`config.mk`:
```
export PLATFORM = sky130hd
export DESIGN_NAME = ram_loader
export DESIGN_NICKNAME = d
export VERILOG_FILES = /design/src/rtl/ram_loader.sv
export SDC_FILE = /design/constraint.sdc
export NUM_CORES = 1
export LEC_CHECK = 0
export ABC_AREA = 1
export CAP_MARGIN = 20
export CORE_AREA = 5 5 54 103
export DETAILED_ROUTE_END_ITERATION = 7
export DIE_AREA = 0 0 59 108
export PLACE_DENSITY_LB_ADDON = 0.1
export SYNTH_ARGS = -nofsm -noshare
export SYNTH_HDL_FRONTEND = slang
export SYNTH_SLANG_ARGS = --single-unit
```
`constraint.sdc`:
```
create_clock -name clk -period 1.77 [get_ports clk]
set_clock_uncertainty 0.05 [all_clocks]
set_input_delay 0.177 -clock clk [delete_from_list [all_inputs] [get_ports clk]]
set_output_delay 0.177 -clock clk [all_outputs]
set_load 0.03 [all_outputs]
```
`src/rtl/ram_loader.sv`:
```
// rtl/ram_loader.sv - byte-stream programming sequencer for a small dip-switch RAM
//
// Takes bytes over a valid/ready handshake and walks them into the RAM's
// programming-side inputs. Each byte gets a setup window, a timed active-low
// write pulse and a hold cycle, then the address auto-increments.
//
// Ports:
//   clk         system clock, rising edge
//   clear_n     synchronous active-low reset
//   prog_mode   loader enable (mirrors the RAM prog_mode switch)
//   load_start  1-cycle strobe: load start_addr, clear word_count/done
//   start_addr  start address sampled on load_start
//   data_in     byte to store
//   data_valid  data_in valid
//   data_ready  loader accepts data_in this cycle (combinational)
//   ram_addr    to RAM dipswitch_addr
//   ram_data    to RAM dipswitch_data
//   ram_we_n    to RAM write_enable_n, active low, registered
//   busy        write sequence in progress, registered
//   done        full image written since last load_start/reset, registered
//   word_count  words written since last load_start/reset
module ram_loader #(
  parameter int ADDR_WIDTH      = 4,
  parameter int DATA_WIDTH      = 8,
  parameter int SETUP_CYCLES    = 1,
  parameter int WE_PULSE_CYCLES = 1
) (
  input  logic                  clk,
  input  logic                  clear_n,
  input  logic                  prog_mode,
  input  logic                  load_start,
  input  logic [ADDR_WIDTH-1:0] start_addr,
  input  logic [DATA_WIDTH-1:0] data_in,
  input  logic                  data_valid,
  output logic                  data_ready,
  output logic [ADDR_WIDTH-1:0] ram_addr,
  output logic [DATA_WIDTH-1:0] ram_data,
  output logic                  ram_we_n,
  output logic                  busy,
  output logic                  done,
  output logic [ADDR_WIDTH:0]   word_count
);

  typedef enum logic [2:0] {
    S_IDLE,
    S_SETUP,
    S_WRITE,
    S_HOLD,
    S_DONE
  } state_t;

  localparam logic [ADDR_WIDTH:0]   FULL_COUNT = {1'b1, {ADDR_WIDTH{1'b0}}};
  localparam logic [ADDR_WIDTH:0]   COUNT_ONE  = {{ADDR_WIDTH{1'b0}}, 1'b1};
  localparam logic [ADDR_WIDTH-1:0] ADDR_ONE   = {{(ADDR_WIDTH-1){1'b0}}, 1'b1};
  localparam logic [15:0]           SETUP_LAST = 16'(SETUP_CYCLES - 1);
  localparam logic [15:0]           PULSE_LAST = 16'(WE_PULSE_CYCLES - 1);

  state_t              state, state_next;
  logic [15:0]         cnt, cnt_next;
  logic                transfer;
  logic                load;
  logic                advance;
  logic [ADDR_WIDTH:0] count_inc;

  assign data_ready = (state == S_IDLE) & prog_mode & ~load_start;
  assign transfer   = data_ready & data_valid;
  assign count_inc  = word_count + COUNT_ONE;

  always_comb begin
    state_next = state;
    cnt_next   = cnt;
    load       = 1'b0;
    advance    = 1'b0;
    case (state)
      S_IDLE: begin
        // load_start wins over a simultaneous byte; data_ready is already low
        if (load_start) begin
          load = 1'b1;
        end else if (transfer) begin
          state_next = S_SETUP;
          cnt_next   = '0;
        end
      end
      S_SETUP: begin
        // Leaving programming mode before the pulse cancels the byte cleanly
        if (!prog_mode) begin
          state_next = S_IDLE;
        end else if (cnt == SETUP_LAST) begin
          state_next = S_WRITE;
          cnt_next   = '0;
        end else begin
          cnt_next = cnt + 16'd1;
        end
      end
      S_WRITE: begin
        // Once started, the pulse always runs its full width
        if (cnt == PULSE_LAST) begin
          state_next = S_HOLD;
        end else begin
          cnt_next = cnt + 16'd1;
        end
      end
      S_HOLD: begin
        advance    = 1'b1;
        state_next = (count_inc == FULL_COUNT) ? S_DONE : S_IDLE;
      end
      S_DONE: begin
        if (load_start) begin
          load       = 1'b1;
          state_next = S_IDLE;
        end
      end
      default: state_next = S_IDLE;
    endcase
  end

  // Strobe outputs are decoded from the next state so they change exactly
  // on the state edge and come straight from flops.
  always_ff @(posedge clk) begin
    if (!clear_n) begin
      state      <= S_IDLE;
      cnt        <= '0;
      ram_addr   <= '0;
      ram_data   <= '0;
      ram_we_n   <= 1'b1;
      busy       <= 1'b0;
      done       <= 1'b0;
      word_count <= '0;
    end else begin
      state    <= state_next;
      cnt      <= cnt_next;
      ram_we_n <= (state_next != S_WRITE);
      busy     <= (state_next == S_SETUP) || (state_next == S_WRITE) || (state_next == S_HOLD);
      done     <= (state_next == S_DONE);
      if (load) begin
        ram_addr   <= start_addr;
        word_count <= '0;
      end
      if (transfer) begin
        ram_data <= data_in;
      end
      if (advance) begin
        ram_addr   <= ram_addr + ADDR_ONE;
        word_count <= count_inc;
      end
    end
  end

endmodule

```
# Word-level counts from Yosys, hierarchy flattened
# Index checks and enable logic that the tools add are counted.
# word_totals
input_bits,17
register_bits,39
# op_classes
eq_ne,14
addsub,3
n_bitwise,4
mux,21
reduce_logical,8
# op_table
cell,n
16-bit 2-to-1 mux,5
16-bit case mux with 3 select lines,1
3-bit 2-to-1 mux,7
"16-bit by 1-bit adder with 16-bit output, second input constant",1
16-bit logical NOT,1
3-bit case mux with 5 select lines,1
"3-bit by 2-bit == test with 1-bit output, second input constant",4
5-bit 2-to-1 mux,2
4-bit 2-to-1 mux,2
"2-bit inequality test, second input constant",4
"3-bit by 1-bit == test with 1-bit output, second input constant",2
"3-bit == test, second input constant",2
"5-bit by 1-bit adder with 5-bit output, second input constant",1
"5-bit == test, second input constant",1
5-bit AND reduction,1
"4-bit by 1-bit adder with 4-bit output, second input constant",1
1-bit bitwise AND,3
3-bit logical NOT,1
1-bit 2-to-1 mux,3
"3-bit by 2-bit inequality test with 1-bit output, second input constant",1
3-bit nonzero test,1
1-bit logical OR,2
2-bit nonzero test,1
2-bit OR reduction,1
1-bit NOT,1

# Logic depth before layout (Yosys ltp)
# logic_depth
ltp_word,10
depth_mapped,10
ltp_nobuf,10

# Worst setup path before layout
# Ideal clock, no wire load.
# synth_path
path_type,reg2reg
startpoint,register state[0]
endpoint,register cnt[10]
path_buffers,1
setup_slack_ps,179
period_less_slack_ps,1591
path_stages_with_launch,11
setup_ps,70
t_required_ps,1650
arrival_time_ps,1470
path_cell_list,dfxtp_1 > nor2_2 > nand2_2 > nor2_8 > nand2_4 > nand2_2 > nand3_4 > clkinv_2 > buf_12 > nand2_2 > a21oi_2
# synth_via
elab_chain_cells,6
elab_cells_between_ends,13
# synth_rtl
item,line,source
"start, declared",58,"state_t state, state_next;"
"start signal, assigned",130,state <= state_next;
3-bit logical NOT,65,assign data_ready = (state == S_IDLE) & prog_mode & ~load_start;
1-bit bitwise AND (2 in a row),65,
via data_ready,35,"output logic data_ready,"
1-bit bitwise AND,66,assign transfer = data_ready & data_valid;
2-bit inequality test (no line),--,
5-bit AND reduction (no line),--,
"end signal, assigned",131,cnt <= cnt_next;
"end, declared",59,"logic [15:0] cnt, cnt_next;"
# The timed path passes the listed nets, and every way through them passes these cells.
# A chain may end at the register's enable or synchronous reset.

# Worst setup path in the final report
# layout_path
startpoint,register word_count[2]
endpoint,output word_count[2]
# layout_rtl
item,line,source
"start, declared",41,output logic [ADDR_WIDTH:0] word_count
"start signal, assigned",144,word_count <= count_inc;
# No word-level cell between the ends.

==> impl_results.md <==
- CP Capture Type: output port
- Vert. Die Dim: 108 um
- Critical Path, Cell by Cell: clkdlybuf4s50_1
- Mapped cell area: 0.00223 sq mm
- Footprint of the multi-input gates: 0.00133 sq mm
- Post-route worst setup slack: 0.0812 ns
- I/O pin cnt: 38
- Final Cycle Share: 95.4%
- # diodes: 0
- Synth cell types: 32
- CTS tree: yes
- R2R depth: 10
- Cts bufs inserted: 5
- Clock buffer depth: 2
- Ratio of cells with drive above 1 in the final layout: 19.6%
- CP Launch Type: register
- Hold WC Path Type: in2reg
- Tot GR Track Use: 21.1%
- Largest net degree at the start of global routing: 19
- # Max-Cap Violations: 0
- Drt initial violations: 65
- WHS: 0.409 ns
- R2R Path End: cnt[0]$_SDFFE_PN0P_
- Die ar.: 0.00637 sq mm
- Fin. Hold Viols: 0
- Hold wc startpoint: data_in[7]
- Mean post-synth cell area: 6.95 sq um
- Input/output buffers: 37
- First-pass DRT Iterations: 4
- Vias: 2295
- Synth Flop Type: dfxtp_1
- Final setup TNS: 0 ns
- Pwr Density: 677 mW/mm^2
- Register bit total from synthesis: 39
- Final Setup Violations: 0
- Worst endpoint required time: 1.54 ns
- Crit-path max cell delay: 0.72 ns
- Worst Max-Slew Pin Slew: 0.345 ns
- CP top delay family: buffers and inverters
- Slew HR: 76.9%
- Wire length per cell: 13.9 um
- Worst r2r src: cnt[0]$_SDFFE_PN0P_
- Core ar.: 0.00464 sq mm
- FMAX: 592 MHz
- Worst Path Class, Setup: reg2out
- H-tree lvl count: 2
- Final HPWL DP: 4.82 mm
- Fillers: 446
- Initial Util: 48.0%
- Pre-CTS setup slack: 0.0103 ns
- Peak VDD IR: 0.628 mV
- Register area: 782 sq um
- Leakage Power: 0.00120 uW
- WHS Endpoint: ram_data[7]$_SDFFE_PN0P_
- Total gr overflow: 0
- Final instance area: 0.00298 sq mm
- Die width: 59 um
- Tmin final: 1.69 ns
- Clk pin slew, worst setup/hold paths: 0.08 ns
- Critical path peak fanout: 6
- Cell Area, Placed: 0.00283 sq mm
- Clock net sink count: 39
- Routability cong.: 0.973
- Status: completed
- DR vias/cell: 5.19
- Slowest-stage cell, CP: clkdlybuf4s50_1
- Num rows: 35
- Post-Syn Nets: 343
- Slew Viols, Final: 0
- Async SR Flop Fraction: 0%
- Buf/Inv on CP: 1
- Layout area overhead: 33.4%
- Post-synth EDFFs: 0
- Stages on worst setup path: 1
- First-pass GRT wire length: 10.4 mm
- Hold Path Stages: 3
- Vias in the first global route: 2413
- Seq/Total Area, Yosys: 35.0%
- R2r setup slk: 0.15 ns
- Post-route ant nets: 0
- Nets: 408
- RSZ-0062 raised after global routing: no
- # DRC: 0
- Post-synthesis cell count: 321
- Clock root buffer: clkbuf_8
- Initial antenna violation count: 0
- Latest clock arrival within the worst-skew pair: 0.29 ns
- Routed WL: 6.15 mm
- Yosys Warn Count: 0
- Critical path arrival: 1.46 ns
-- cells in the mapped netlist, types with 3 or more instances --
cell / count / area share (%)
ha_1: 5 / 2.8
xnor2_1: 3 / 1.2
inv_1: 19 / 3.2
xor2_1: 7 / 2.7
a21oi_2: 10 / 3.9
dfxtp_1: 39 / 35
nor2_1: 34 / 5.7
nand2_1: 90 / 15
a21oi_1: 30 / 6.7
o21ai_0: 8 / 1.8
clkbuf_1: 3 / 0.51
nand3_1: 31 / 7.0
nand2_2: 13 / 3.6
nand4_1: 8 / 2.2
-- how the worst max path moves through the flow --
stage	slack, ns	end	from
after floorplan	0.18	cnt[10]$_SDFFE_PN0P_	state[0]$_SDFF_PN0_
after global placement	0.05	cnt[1]$_SDFFE_PN0P_	load_start
after detailed placement	0.01	busy$_SDFF_PN0_	load_start
after CTS	0.06	cnt[0]$_SDFFE_PN0P_	cnt[0]$_SDFFE_PN0P_
after global routing	0.002	cnt[7]$_SDFFE_PN0P_	cnt[3]$_SDFFE_PN0P_
final	0.08	word_count[2]	word_count[2]$_SDFFE_PN0P_
-- registers in the layout, summed over array words and instances, names as in the netlist --
signal / cells
cnt: 16
ram_data: 8
word_count: 5
ram_addr: 4
state: 3
busy: 1
done: 1
ram_we_n: 1
-- kinds of logic (layout without fill, tap and decap cells) --
kind of cell / after synthesis / in the layout / share of synthesized area (%)
fa+ha+maj: 5 / 5 / 2.81
compound gates: 54 / 54 / 14.4
buf+inv: 30 / 96 / 6.06
simple gates: 183 / 183 / 37.8
flops: 39 / 39 / 35.0
xor+xnor: 10 / 10 / 3.93
-- routing by layer --
metal | wire length, um | up-vias | part of all wire, % | GRT usage [%]
met5 | 0 | - | 0 | 0
li1 | - | 1183 | - | -
met3 | 107 | 19 | 1.7 | 3.11
met4 | 256 | 0 | 4.2 | 11.3
met1 | 2160 | 1050 | 35 | 19.7
met2 | 3620 | 43 | 59 | 41.2
-- report_power, final --
group          internal (uW)  leakage, uW  switching (uW)
Clock                    457    0.0000612             325
Combinational            140     0.000827             178
Sequential               898     0.000316            17.5
-- through the flow --
step                utilization, %  std cells  power [uW]
floorplan                        -        321        1110
global placement              61.0        433        1250
detailed placement            61.0        433        1250
CTS                           63.5        441        2030
global route                  64.1        442        2110
finish                        64.1        442        2020
-- layout by cell type (no fill, tap or decap), types with 3 or more instances in the layout --
cell,n
a21oi_1,30
a21oi_2,10
buf_4,27
clkbuf_8,6
clkdlybuf4s50_1,36
dfxtp_1,38
ha_1,4
inv_1,19
nand2_1,90
nand2_2,13
nand3_1,30
nand4_1,8
nor2_1,31
nor2_2,4
o21ai_0,8
xnor2_1,3
xor2_1,7
-- area by class of cell --
class,count,area share (%)
Clock inverter,2,1.18
Clock buffer,6,2.78
Inverter,24,3.20
Tap cell,55,2.31
Timing Repair Buffer,64,19.6
Sequential cell,39,26.3
Multi-Input combinational cell,252,44.7
-- repair_timing --
item	CTS	global route
gates resized for setup	0	7
endpoints found under the setup margin	0	15
hold buffers	0	0
setup buffers	0	1
(Power assumes the default switching activity.)
